--- config.mk ---
export PLATFORM = sky130hd
export DESIGN_NAME = error_delimiter_ctrl
export DESIGN_NICKNAME = d
export VERILOG_FILES = /design/src/rtl/can_err_pkg.sv /design/src/rtl/error_delimiter_ctrl_dom_run_counter.sv /design/src/rtl/error_delimiter_ctrl.sv
export SDC_FILE = /design/constraint.sdc
export NUM_CORES = 1
export LEC_CHECK = 0
export ABC_AREA = 1
export ABC_CLOCK_PERIOD_IN_PS = 3000
export CORE_MARGIN = 8
export CORE_UTILIZATION = 52
export CTS_BUF_LIST = sky130_fd_sc_hd__clkbuf_8 sky130_fd_sc_hd__clkbuf_16
export DETAILED_ROUTE_END_ITERATION = 10
export PLACE_DENSITY = 0.85
export SYNTH_ARGS = -nofsm -noshare
export SYNTH_HDL_FRONTEND = slang
export SYNTH_SLANG_ARGS = --single-unit
export TNS_END_PERCENT = 5
--- constraint.sdc ---
create_clock -name clk -period 3 [get_ports clk]
set_input_delay 0.6 -clock clk [delete_from_list [all_inputs] [get_ports clk]]
set_output_delay 0.6 -clock clk [all_outputs]
set_load 0.02 [all_outputs]
--- src/rtl/can_err_pkg.sv ---
`default_nettype none
// +--------------------------------------------------------------------------+
// | Package : can_err_pkg                                                    |
// | Purpose : Shared types and default constants for the CAN error-frame     |
// |           delimiter path (delimiter FSM state, fault-confinement limits).|
// | Ports   : none                                                           |
// | Rev     : 1.0  initial release                                           |
// +--------------------------------------------------------------------------+
package can_err_pkg;

  typedef enum logic [1:0] {
    IDLE           = 2'd0,
    WAIT_RECESSIVE = 2'd1,
    DELIM          = 2'd2,
    DONE           = 2'd3
  } delim_state_t;

  // Default delimiter length and fault-confinement limits
  localparam int unsigned DEF_DELIM_LEN    = 8;
  localparam int unsigned DEF_DOM_SEQ_LEN  = 8;
  localparam int unsigned DEF_MAX_DOM_BITS = 128;

endpackage : can_err_pkg
`default_nettype wire

--- src/rtl/error_delimiter_ctrl_dom_run_counter.sv ---
`default_nettype none
// +--------------------------------------------------------------------------+
// | Module  : dom_run_counter                                                |
// | Purpose : Counts dominant bits seen after an error/overload flag.        |
// |           Emits one pulse per DOM_SEQ_LEN consecutive dominant bits and  |
// |           raises a sticky flag once MAX_DOM_BITS dominant bits were seen.|
// | Ports   : clk, rst_n        clock / async active-low reset               |
// |           i_clear           synchronous clear of all counters and flags  |
// |           i_inc             one dominant bit sampled this cycle          |
// |           o_dom_seq_pulse   registered 1-cycle pulse per full run        |
// |           o_stuck           sticky, set when the total reaches the limit |
// | Rev     : 1.0  initial release                                           |
// +--------------------------------------------------------------------------+
module dom_run_counter #(
  parameter int unsigned DOM_SEQ_LEN  = 8,
  parameter int unsigned MAX_DOM_BITS = 128,
  parameter int unsigned CNT_W        = $clog2(MAX_DOM_BITS + 1)
) (
  input  logic clk,
  input  logic rst_n,
  input  logic i_clear,
  input  logic i_inc,
  output logic o_dom_seq_pulse,
  output logic o_stuck
);

  localparam int unsigned RUN_W = $clog2(DOM_SEQ_LEN + 1);

  logic [RUN_W-1:0] r_dom_run;
  logic [CNT_W-1:0] r_dom_total;
  logic             r_seq_pulse;
  logic             r_stuck;

  always_ff @(posedge clk or negedge rst_n) begin
    if (!rst_n) begin
      r_dom_run   <= '0;
      r_dom_total <= '0;
      r_seq_pulse <= 1'b0;
      r_stuck     <= 1'b0;
    end else if (i_clear) begin
      r_dom_run   <= '0;
      r_dom_total <= '0;
      r_seq_pulse <= 1'b0;
      r_stuck     <= 1'b0;
    end else begin
      r_seq_pulse <= 1'b0;
      if (i_inc) begin
        // Run counter wraps to zero on the bit that completes a run
        if (r_dom_run == RUN_W'(DOM_SEQ_LEN - 1)) begin
          r_dom_run   <= '0;
          r_seq_pulse <= 1'b1;
        end else begin
          r_dom_run <= r_dom_run + 1'b1;
        end
        // Total saturates so the stuck flag can never be lost to a wrap
        if (r_dom_total != CNT_W'(MAX_DOM_BITS)) begin
          r_dom_total <= r_dom_total + 1'b1;
        end
        if (r_dom_total >= CNT_W'(MAX_DOM_BITS - 1)) begin
          r_stuck <= 1'b1;
        end
      end
    end
  end

  assign o_dom_seq_pulse = r_seq_pulse;
  assign o_stuck         = r_stuck;

endmodule : dom_run_counter
`default_nettype wire

--- src/rtl/error_delimiter_ctrl.sv ---
`default_nettype none
// +--------------------------------------------------------------------------+
// | Module  : error_delimiter_ctrl                                           |
// | Purpose : CAN error/overload delimiter controller. After the flag ends   |
// |           it transmits recessive, waits for the bus to release, times    |
// |           DELIM_LEN recessive bits and reports dominant runs, form       |
// |           errors and a stuck-dominant bus.                               |
// | Ports   : clk, rst_n          clock / async active-low reset             |
// |           i_enable            0 = synchronous clear                      |
// |           i_sample_point      1-cycle strobe at the bit sample point     |
// |           i_flag_complete     error/overload flag finished               |
// |           i_is_overload       sampled with i_flag_complete               |
// |           i_bus_recessive     sampled bus level is recessive             |
// |           o_delim_bit         transmit bit, always recessive             |
// |           o_bit_counter[3:0]  recessive delimiter bits counted           |
// |           o_delim_complete    pulse: delimiter finished normally         |
// |           o_overload_done     latched is_overload                        |
// |           o_dom_seq_pulse     pulse per DOM_SEQ_LEN dominant bits        |
// |           o_form_error        pulse: dominant bit inside the delimiter   |
// |           o_stuck_dominant    sticky stuck-dominant indication           |
// |           o_busy              controller not idle                        |
// | Rev     : 1.0  initial release                                           |
// +--------------------------------------------------------------------------+
module error_delimiter_ctrl
  import can_err_pkg::*;
#(
  parameter int unsigned DELIM_LEN    = DEF_DELIM_LEN,
  parameter int unsigned DOM_SEQ_LEN  = DEF_DOM_SEQ_LEN,
  parameter int unsigned MAX_DOM_BITS = DEF_MAX_DOM_BITS
) (
  input  logic       clk,
  input  logic       rst_n,
  input  logic       i_enable,
  input  logic       i_sample_point,
  input  logic       i_flag_complete,
  input  logic       i_is_overload,
  input  logic       i_bus_recessive,
  output logic       o_delim_bit,
  output logic [3:0] o_bit_counter,
  output logic       o_delim_complete,
  output logic       o_overload_done,
  output logic       o_dom_seq_pulse,
  output logic       o_form_error,
  output logic       o_stuck_dominant,
  output logic       o_busy
);

  localparam int unsigned CNT_W = $clog2(MAX_DOM_BITS + 1);

  generate
    if ((DELIM_LEN < 2) || (DELIM_LEN > 15)) begin : g_bad_delim_len
      $error("error_delimiter_ctrl: DELIM_LEN must be in 2..15");
    end
  endgenerate

  delim_state_t r_state;
  delim_state_t w_state_nxt;
  logic [3:0]   r_bit_counter;
  logic [3:0]   w_bit_counter_nxt;
  logic         r_delim_complete;
  logic         w_delim_complete_nxt;
  logic         r_form_error;
  logic         w_form_error_nxt;
  logic         r_overload;
  logic         w_overload_nxt;
  logic         r_busy;
  logic         w_busy_nxt;
  logic         r_delim_bit;
  logic         w_dom_inc;
  logic         w_dom_clear;

  // State and output registers
  always_ff @(posedge clk or negedge rst_n) begin
    if (!rst_n) begin
      r_state          <= IDLE;
      r_bit_counter    <= 4'd0;
      r_delim_complete <= 1'b0;
      r_form_error     <= 1'b0;
      r_overload       <= 1'b0;
      r_busy           <= 1'b0;
      r_delim_bit      <= 1'b1;
    end else begin
      r_state          <= w_state_nxt;
      r_bit_counter    <= w_bit_counter_nxt;
      r_delim_complete <= w_delim_complete_nxt;
      r_form_error     <= w_form_error_nxt;
      r_overload       <= w_overload_nxt;
      r_busy           <= w_busy_nxt;
      r_delim_bit      <= 1'b1;
    end
  end

  // Next-state and next-output logic
  always_comb begin
    w_state_nxt          = r_state;
    w_bit_counter_nxt    = r_bit_counter;
    w_delim_complete_nxt = 1'b0;
    w_form_error_nxt     = 1'b0;
    w_overload_nxt       = r_overload;

    if (!i_enable) begin
      w_state_nxt       = IDLE;
      w_bit_counter_nxt = 4'd0;
      w_overload_nxt    = 1'b0;
    end else begin
      unique case (r_state)
        IDLE: begin
          // A sample strobe coinciding with the flag is deliberately ignored
          w_bit_counter_nxt = 4'd0;
          if (i_flag_complete) begin
            w_overload_nxt = i_is_overload;
            w_state_nxt    = WAIT_RECESSIVE;
          end
        end
        WAIT_RECESSIVE: begin
          // The first recessive bit already counts toward the delimiter
          if (i_sample_point && i_bus_recessive) begin
            w_bit_counter_nxt = 4'd1;
            w_state_nxt       = DELIM;
          end
        end
        DELIM: begin
          if (i_sample_point) begin
            if (i_bus_recessive) begin
              w_bit_counter_nxt = r_bit_counter + 4'd1;
              if (r_bit_counter == 4'(DELIM_LEN - 1)) begin
                w_delim_complete_nxt = 1'b1;
                w_state_nxt          = DONE;
              end
            end else begin
              w_form_error_nxt  = 1'b1;
              w_bit_counter_nxt = 4'd0;
              w_state_nxt       = IDLE;
            end
          end
        end
        DONE: begin
          w_bit_counter_nxt = 4'd0;
          w_state_nxt       = IDLE;
        end
        default: begin
          w_bit_counter_nxt = 4'd0;
          w_state_nxt       = IDLE;
        end
      endcase
    end

    w_busy_nxt = (w_state_nxt != IDLE);
  end

  // Dominant counting only runs while waiting for the bus to release; it is
  // held clear in IDLE and on the way into IDLE so the sticky flag drops there.
  assign w_dom_inc   = i_enable && (r_state == WAIT_RECESSIVE) &&
                       i_sample_point && !i_bus_recessive;
  assign w_dom_clear = !i_enable || (r_state == IDLE) || (w_state_nxt == IDLE);

  dom_run_counter #(
    .DOM_SEQ_LEN  (DOM_SEQ_LEN),
    .MAX_DOM_BITS (MAX_DOM_BITS),
    .CNT_W        (CNT_W)
  ) u_dom_run_counter (
    .clk             (clk),
    .rst_n           (rst_n),
    .i_clear         (w_dom_clear),
    .i_inc           (w_dom_inc),
    .o_dom_seq_pulse (o_dom_seq_pulse),
    .o_stuck         (o_stuck_dominant)
  );

  assign o_delim_bit      = r_delim_bit;
  assign o_bit_counter    = r_bit_counter;
  assign o_delim_complete = r_delim_complete;
  assign o_overload_done  = r_overload;
  assign o_form_error     = r_form_error;
  assign o_busy           = r_busy;

endmodule : error_delimiter_ctrl
`default_nettype wire

==> flow_metrics.py, run 1 <==
metrics = {
    "yosys": {
        "synth-async-reset-ratio_pct": 100,
        "synth_top_flop_cell": "dfrtp_1",
        "synth_edf_count": 0,
        "ys_warn_count": 0,
        "ys_seq_elements": 24,
        "avgSynthCellArea_sq_um": 7.65,
        "synth.distinct_cells": 24,
        "syn_nets": 201,
        "syn_area_sq_um": 1430,
        "seq_area_frac_synth_pct": 42.0,
        "synth_cells": 187,
    },
    "power_and_ir_drop": {
        "p_int_uw": 519,
        "pwr-share-comb_pct": 28.9,
        "clkPwrFrac_pct": 24.4,
        "irDropWorstVdd_mv": 0.355,
        "powerDensity_nw_per_um2": 471,
        "p_sw_uw": 259,
        "p_leak_uw": 0.000789,
        "sw_frac_of_total_pct": 33.3,
        "seqPwrFrac_pct": 46.7,
    },
    "timing": {
        "hold_violations": 0,
        "hold_ws_ps": 531,
        "fin_skew_ps": 2.33,
        "post-route-period-util_pct": 64.6,
        "fin_crit_ps": 1940,
        "maxSlewViolCount": 0,
        "setup_viol": 0,
        "tns_ps": 0,
        "max_freq_mhz": 516,
        "grt_setup_unrepaired": "no",
    },
    "clock_tree": {
        "cts_tree": "done",
        "htreeDepth": 1,
        "cts.path.max_buffers": 2,
        "cts.repair.resized": 0,
        "worstSkewPairLatency_ps": 270,
        "numClockSinks": 24,
        "post_cts_buffers": 0,
        "root_buffer": "clkbuf_8",
        "cts_buffers": 3,
        "hold_buffers": 0,
        "clk_pin_slew_worst_paths_ps": 80,
    },
    "global_routing": {
        "grt_usage_pct": 13.1,
        "grt_max_degree": 25,
        "grt_pass1_wl_mm": 4.72,
        "grt_overflow": 0,
        "grt_pass1_vias": 1105,
        "grt_antenna_before_repair": 0,
    },
    "floorplan": {
        "pin_count": 18,
        "start_util_pct": 53.2,
        "die_h_um": 68.4,
        "die_w_um": 68.4,
        "row_count": 19,
        "fp.coreArea_sq_um": 2690,
        "dieArea_sq_um": 4680,
    },
    "status": {
        "status": "completed",
    },
    "cells_and_area": {
        "multi_input_area_sq_um": 691,
        "fin_nets": 220,
        "syn_to_final_growth_pct": 15.5,
        "nFillCells": 246,
        "drive_above_1_share_pct": 13.2,
        "n_antenna_cell": 0,
        "regArea_sq_um": 601,
        "final_common_cell": "nand2_1",
        "final_cell_mix": "nand2_1, inv_1, dfrtp_1",
    },
    "place": {
        "port-buffer-count": 16,
        "gp_congestion": 0.860,
        "dpl.hpwl_mm": 2.05,
    },
    "job": {
        "maxCapViolCount": 0,
    },
    "routing": {
        "routed_via_density": 5.04,
        "first_iter_violations": 59,
        "drc": 0,
        "dr_total_vias": 1184,
        "dr.pass1.iters": 4,
        "drt_wl_total_mm": 2.66,
        "ant_nets": 0,
        "routedWlPerCell_um": 11.3,
    },
    "worst_setup_path": {
        "critPathArrivalTime_ps": 2140,
        "path_class": "in -> reg",
        "cp-start-kind": "input port",
        "critPathMaxFanout": 10,
        "critPathCaptureType": "flip-flop",
        "cp_data_required_time_ps": 3200,
    },
    "hold_path": {
        "worstHoldPathType": "reg -> reg",
    },
}
-- sequential cells by signal (all words and copies together) (netlist names) --
signal / count
u_dom_run_counter.r_dom_total: 8
o_bit_counter: 4
u_dom_run_counter.r_dom_run: 4
r_state: 2
o_busy: 1
o_delim_complete: 1
o_form_error: 1
o_overload_done: 1
u_dom_run_counter.o_dom_seq_pulse: 1
u_dom_run_counter.o_stuck: 1
-- path summary, 6_finish.rpt --
check	from	cells after the start	slack (ps)	end
worst max-delay path	i_enable	9	1060	u_dom_run_counter.r_dom_total[2]
worst min-delay path	o_overload_done	2	530	o_overload_done
worst max register to register	r_state[1]	10	1290	u_dom_run_counter.r_dom_total[2]
worst min register to register	o_overload_done	2	530	o_overload_done
max in group asynchronous	rst_n	2	2050	u_dom_run_counter.r_dom_run[0]
min in group asynchronous	rst_n	2	700	o_bit_counter[1]
-- layout make-up --
class	instances	share of cell area, %
Tap cell	31	2.35
Timing Repair Buffer	17	10.2
Multi-Input combinational cell	130	41.8
Sequential cell	24	36.4
Clock buffer	3	2.50
Inverter	30	6.82
-- worst max-delay path, stage by stage --
cell and delay (ps):
clkdlybuf4s50_1 640, nand2_2 120, nor2_4 210, o21ai_2 130, inv_2 150, nand2_1 70, nand2_1 60, nand2_1 70
nor2_2 90
-- per-layer routing --
layer | GRT usage (%) | up-vias | part of all wire (%)
met4 | 8.70 | 0 | 2.4
li1 | - | 621 | -
met2 | 21.3 | 22 | 46
met1 | 15.5 | 536 | 49
met3 | 2.29 | 5 | 3.2
met5 | 0 | - | 0
-- power groups by stage --
stage	clock (uW)	sequential, uW	combinational, uW
2_1_floorplan	0	383	142
3_3_place_gp	0	369	221
3_5_place_dp	0	370	225
4_1_cts	196	364	226
5_1_grt	212	367	246
6_report	190	363	225
-- cells by family (layout without fill, tap and decap cells) --
family | count (synthesis) | in the layout | share of synthesized area, %
DFF | 24 | 24 | 42.0
buffers and inverters | 33 | 50 | 9.71
and+or+nand+nor | 102 | 102 | 33.2
AOI/OAI and AO/OA | 18 | 18 | 7.44
adders and majority gates | 7 | 7 | 6.12
xor gates and xnor gates | 2 | 2 | 1.23
other | 1 | 1 | 0.262
-- Yosys cell counts, types with 2 or more instances --
| master | instances | share of area [%] |
|---|---|---|
| nor2_2 | 11 | 4.8 |
| o21ai_0 | 7 | 2.4 |
| o21ai_2 | 2 | 1.2 |
| a21oi_1 | 6 | 2.1 |
| inv_1 | 29 | 7.6 |
| ha_1 | 7 | 6.1 |
| nand3_1 | 16 | 5.6 |
| nor3_1 | 4 | 1.4 |
| buf_4 | 2 | 1.0 |
| nand2_2 | 6 | 2.6 |
| nand2_4 | 2 | 1.6 |
| nand2_1 | 46 | 12 |
| nor2_1 | 15 | 3.9 |
| dfrtp_1 | 24 | 42 |
-- through the flow --
| stage | util, % | total power, uW | instances | cell area [sq um] | setup WS [ps] |
|---|---|---|---|---|---|
| 2_1_floorplan | - | 526 | 187 | 1430 | 1480 |
| 3_3_place_gp | 59.9 | 590 | 232 | 1610 | 848 |
| 3_5_place_dp | 59.9 | 595 | 232 | 1610 | 788 |
| 4_1_cts | 61.5 | 786 | 235 | 1650 | 1070 |
| 5_1_grt | 61.5 | 825 | 235 | 1650 | 954 |
| 6_report | 61.5 | 778 | 235 | 1650 | 1060 |
Note: power is estimated with default switching activity, not from simulation.
==> run 2: changes to the inputs <==
--- a/config.mk
+++ b/config.mk
@@ -6,12 +6,12 @@
 export NUM_CORES = 1
 export LEC_CHECK = 0
 export ABC_AREA = 1
-export ABC_CLOCK_PERIOD_IN_PS = 3000
+export ABC_CLOCK_PERIOD_IN_PS = 1600
 export CORE_MARGIN = 8
-export CORE_UTILIZATION = 52
+export CORE_UTILIZATION = 49
 export CTS_BUF_LIST = sky130_fd_sc_hd__clkbuf_8 sky130_fd_sc_hd__clkbuf_16
 export DETAILED_ROUTE_END_ITERATION = 10
-export PLACE_DENSITY = 0.85
+export PLACE_DENSITY = 0.84
 export SYNTH_ARGS = -nofsm -noshare
 export SYNTH_HDL_FRONTEND = slang
 export SYNTH_SLANG_ARGS = --single-unit
==> constraint.sdc (replaced) <==
create_clock -name clk -period 1.6 [get_ports clk]
set_input_delay 0.32 -clock clk [delete_from_list [all_inputs] [get_ports clk]]
set_output_delay 0.32 -clock clk [all_outputs]
set_load 0.02 [all_outputs]
==> run 2 against run 1 <==
- combinational power grew to 2.7 times the previous value
- sequential share of layout area shrank 4.5 points
- sequential cell count is the same
- clock-buffer cell count grew 1
- global-route usage shrank 0.80 points
- critical path depth shrank 8
- design area grew 14%
- clock skew grew 0.75 ps
- sequential power grew 87%
- hold slack lost 130 ps
- register-to-register slack lost 1200 ps
- highest routed layer unchanged
==> flow_metrics.py, run 2 (synthesis results as in run 1) <==
metrics = {
    "status": {
        "status": "completed",
    },
    "cells_and_area": {
        "nFillCells": 202,
        "final_cell_mix": "nand2_1, inv_1, dfrtp_1",
        "fin_nets": 240,
        "final_common_cell": "nand2_1",
        "largest_reg_flops": 8,
        "n_antenna_cell": 0,
        "regMostFlops": "u_dom_run_counter.r_dom_total",
        "drive_above_1_share_pct": 25.8,
        "syn_to_final_growth_pct": 31.8,
        "final_util_pct": 68.4,
    },
    "routing": {
        "first_iter_violations": 58,
        "routedWlPerCell_um": 12.8,
        "dr.pass1.iters": 4,
        "drt_wl_total_mm": 3.27,
        "ant_nets": 0,
        "dr_total_vias": 1286,
        "drc": 0,
        "routed_via_density": 5.02,
    },
    "timing": {
        "tns_ps": 0,
        "fin_skew_ps": 3.08,
        "grt_setup_unrepaired": "yes",
        "post-route-period-util_pct": 95.3,
        "maxSlewViolCount": 0,
        "max_freq_mhz": 656,
        "fin_crit_ps": 1520,
        "setup_viol": 0,
        "hold_violations": 0,
    },
    "clock_tree": {
        "htreeDepth": 1,
        "hold_buffers": 0,
        "numClockSinks": 24,
        "cts_buffers": 3,
        "cts_tree": "done",
        "worstSkewPairLatency_ps": 270,
        "root_buffer": "clkbuf_8",
        "cts.path.max_buffers": 2,
        "clk_pin_slew_worst_paths_ps": 80,
    },
    "floorplan": {
        "dieArea_sq_um": 4900,
        "pin_count": 18,
        "fp.coreArea_sq_um": 2760,
        "die_h_um": 70.0,
        "row_count": 19,
        "die_w_um": 70.0,
        "start_util_pct": 51.9,
    },
    "worst_setup_path": {
        "critPathTopFamily": "buffers and inverters",
        "path_buf_inv": 1,
        "path_class": "reg -> out",
        "critPathMaxFanout": 1,
        "cpMaxStageDelayCell": "clkdlybuf4s50_1",
        "reg2reg_slack_ps": 80,
        "cp_data_required_time_ps": 1280,
        "path_cells": "clkdlybuf4s50_1",
        "critPathArrivalTime_ps": 1200,
        "critPathCaptureType": "output port",
        "slowest_delay_ps": 600,
        "cp-start-kind": "flip-flop",
    },
    "global_routing": {
        "grt_pass1_wl_mm": 5.08,
        "grt_antenna_before_repair": 0,
        "grt_usage_pct": 12.3,
        "grt_overflow": 0,
        "grt_max_degree": 25,
        "grt_pass1_vias": 1204,
    },
    "place": {
        "dpl.hpwl_mm": 2.16,
        "port-buffer-count": 16,
        "gp_congestion": 0.804,
    },
    "power_and_ir_drop": {
        "p_leak_uw": 0.000982,
        "powerDensity_nw_per_um2": 904,
        "irDropWorstVdd_mv": 0.651,
    },
    "job": {
        "maxCapViolCount": 0,
    },
    "hold_path": {
        "worstHoldPathType": "in -> async",
    },
}
## run 2: cell types whose count changed in the layout (fill, tap and decap cells not counted), sizes merged
cell           delta
clkbuf            +1
dlygate4sd2       +3
clkdlybuf4s50     -9
buf              +19
clkinvlp          +1
dlymetal6s2s      +6
## run 2: final timing paths
kind,from,endpoint,depth (start not counted)
worst max-delay path,o_form_error,o_form_error,1
worst min-delay path,rst_n,o_bit_counter[1],2
worst max register to register,u_dom_run_counter.r_dom_total[0],u_dom_run_counter.o_stuck,8
worst min register to register,u_dom_run_counter.o_stuck,u_dom_run_counter.o_stuck,2
max in group asynchronous,rst_n,u_dom_run_counter.r_dom_total[5],2
min in group clk,i_enable,o_overload_done,3
## run 2: cell type report
class / instances / area [sq um] / share of cell area (%)
multi-input combinational: 130 / 746 / 39.5
timing repair buffer: 36 / 325 / 17.3
inverter: 30 / 113 / 5.97
clock buffer: 4 / 55.1 / 2.92
timing repair inverter: 1 / 7.51 / 0.398
sequential: 24 / 601 / 31.9
tap: 31 / 38.8 / 2.06
## run 2: power breakdown
part	internal (uW)	total [uW]	switching (uW)
Combinational	260	607	347
Clock	220	420	199
Sequential	647	678	31.9
## run 2: per-stage QoR
step | instance area, sq um | instances | hold slack [ps] | total power [uW] | setup WS, ps
6_report | 1890 | 256 | 403 | 1700 | 75.2
3_5_place_dp | 1710 | 245 | 513 | 1200 | -242
2_1_floorplan | 1430 | 187 | 24.4 | 986 | 81.6
3_3_place_gp | 1710 | 245 | 505 | 1180 | -223
5_1_grt | 1890 | 256 | 443 | 1790 | -45.5
4_1_cts | 1770 | 249 | 423 | 1630 | 1.07
## run 2: repair_timing
action	4_1_cts	5_1_grt
gates cloned	0	1
pin swaps	0	2
resized for setup	6	18
endpoints found under the setup margin	17	21
endpoints found under the hold margin	0	0
setup buffers	0	6
## run 2: metal layers
layer | vias to the layer above | global-route usage [%] | wire length [um]
met2 | 36 | 22.2 | 1620
met4 | 0 | 6.70 | 66
met1 | 587 | 13.5 | 1440
met3 | 6 | 1.55 | 137
li1 | 657 | - | -
met5 | - | 0 | 0
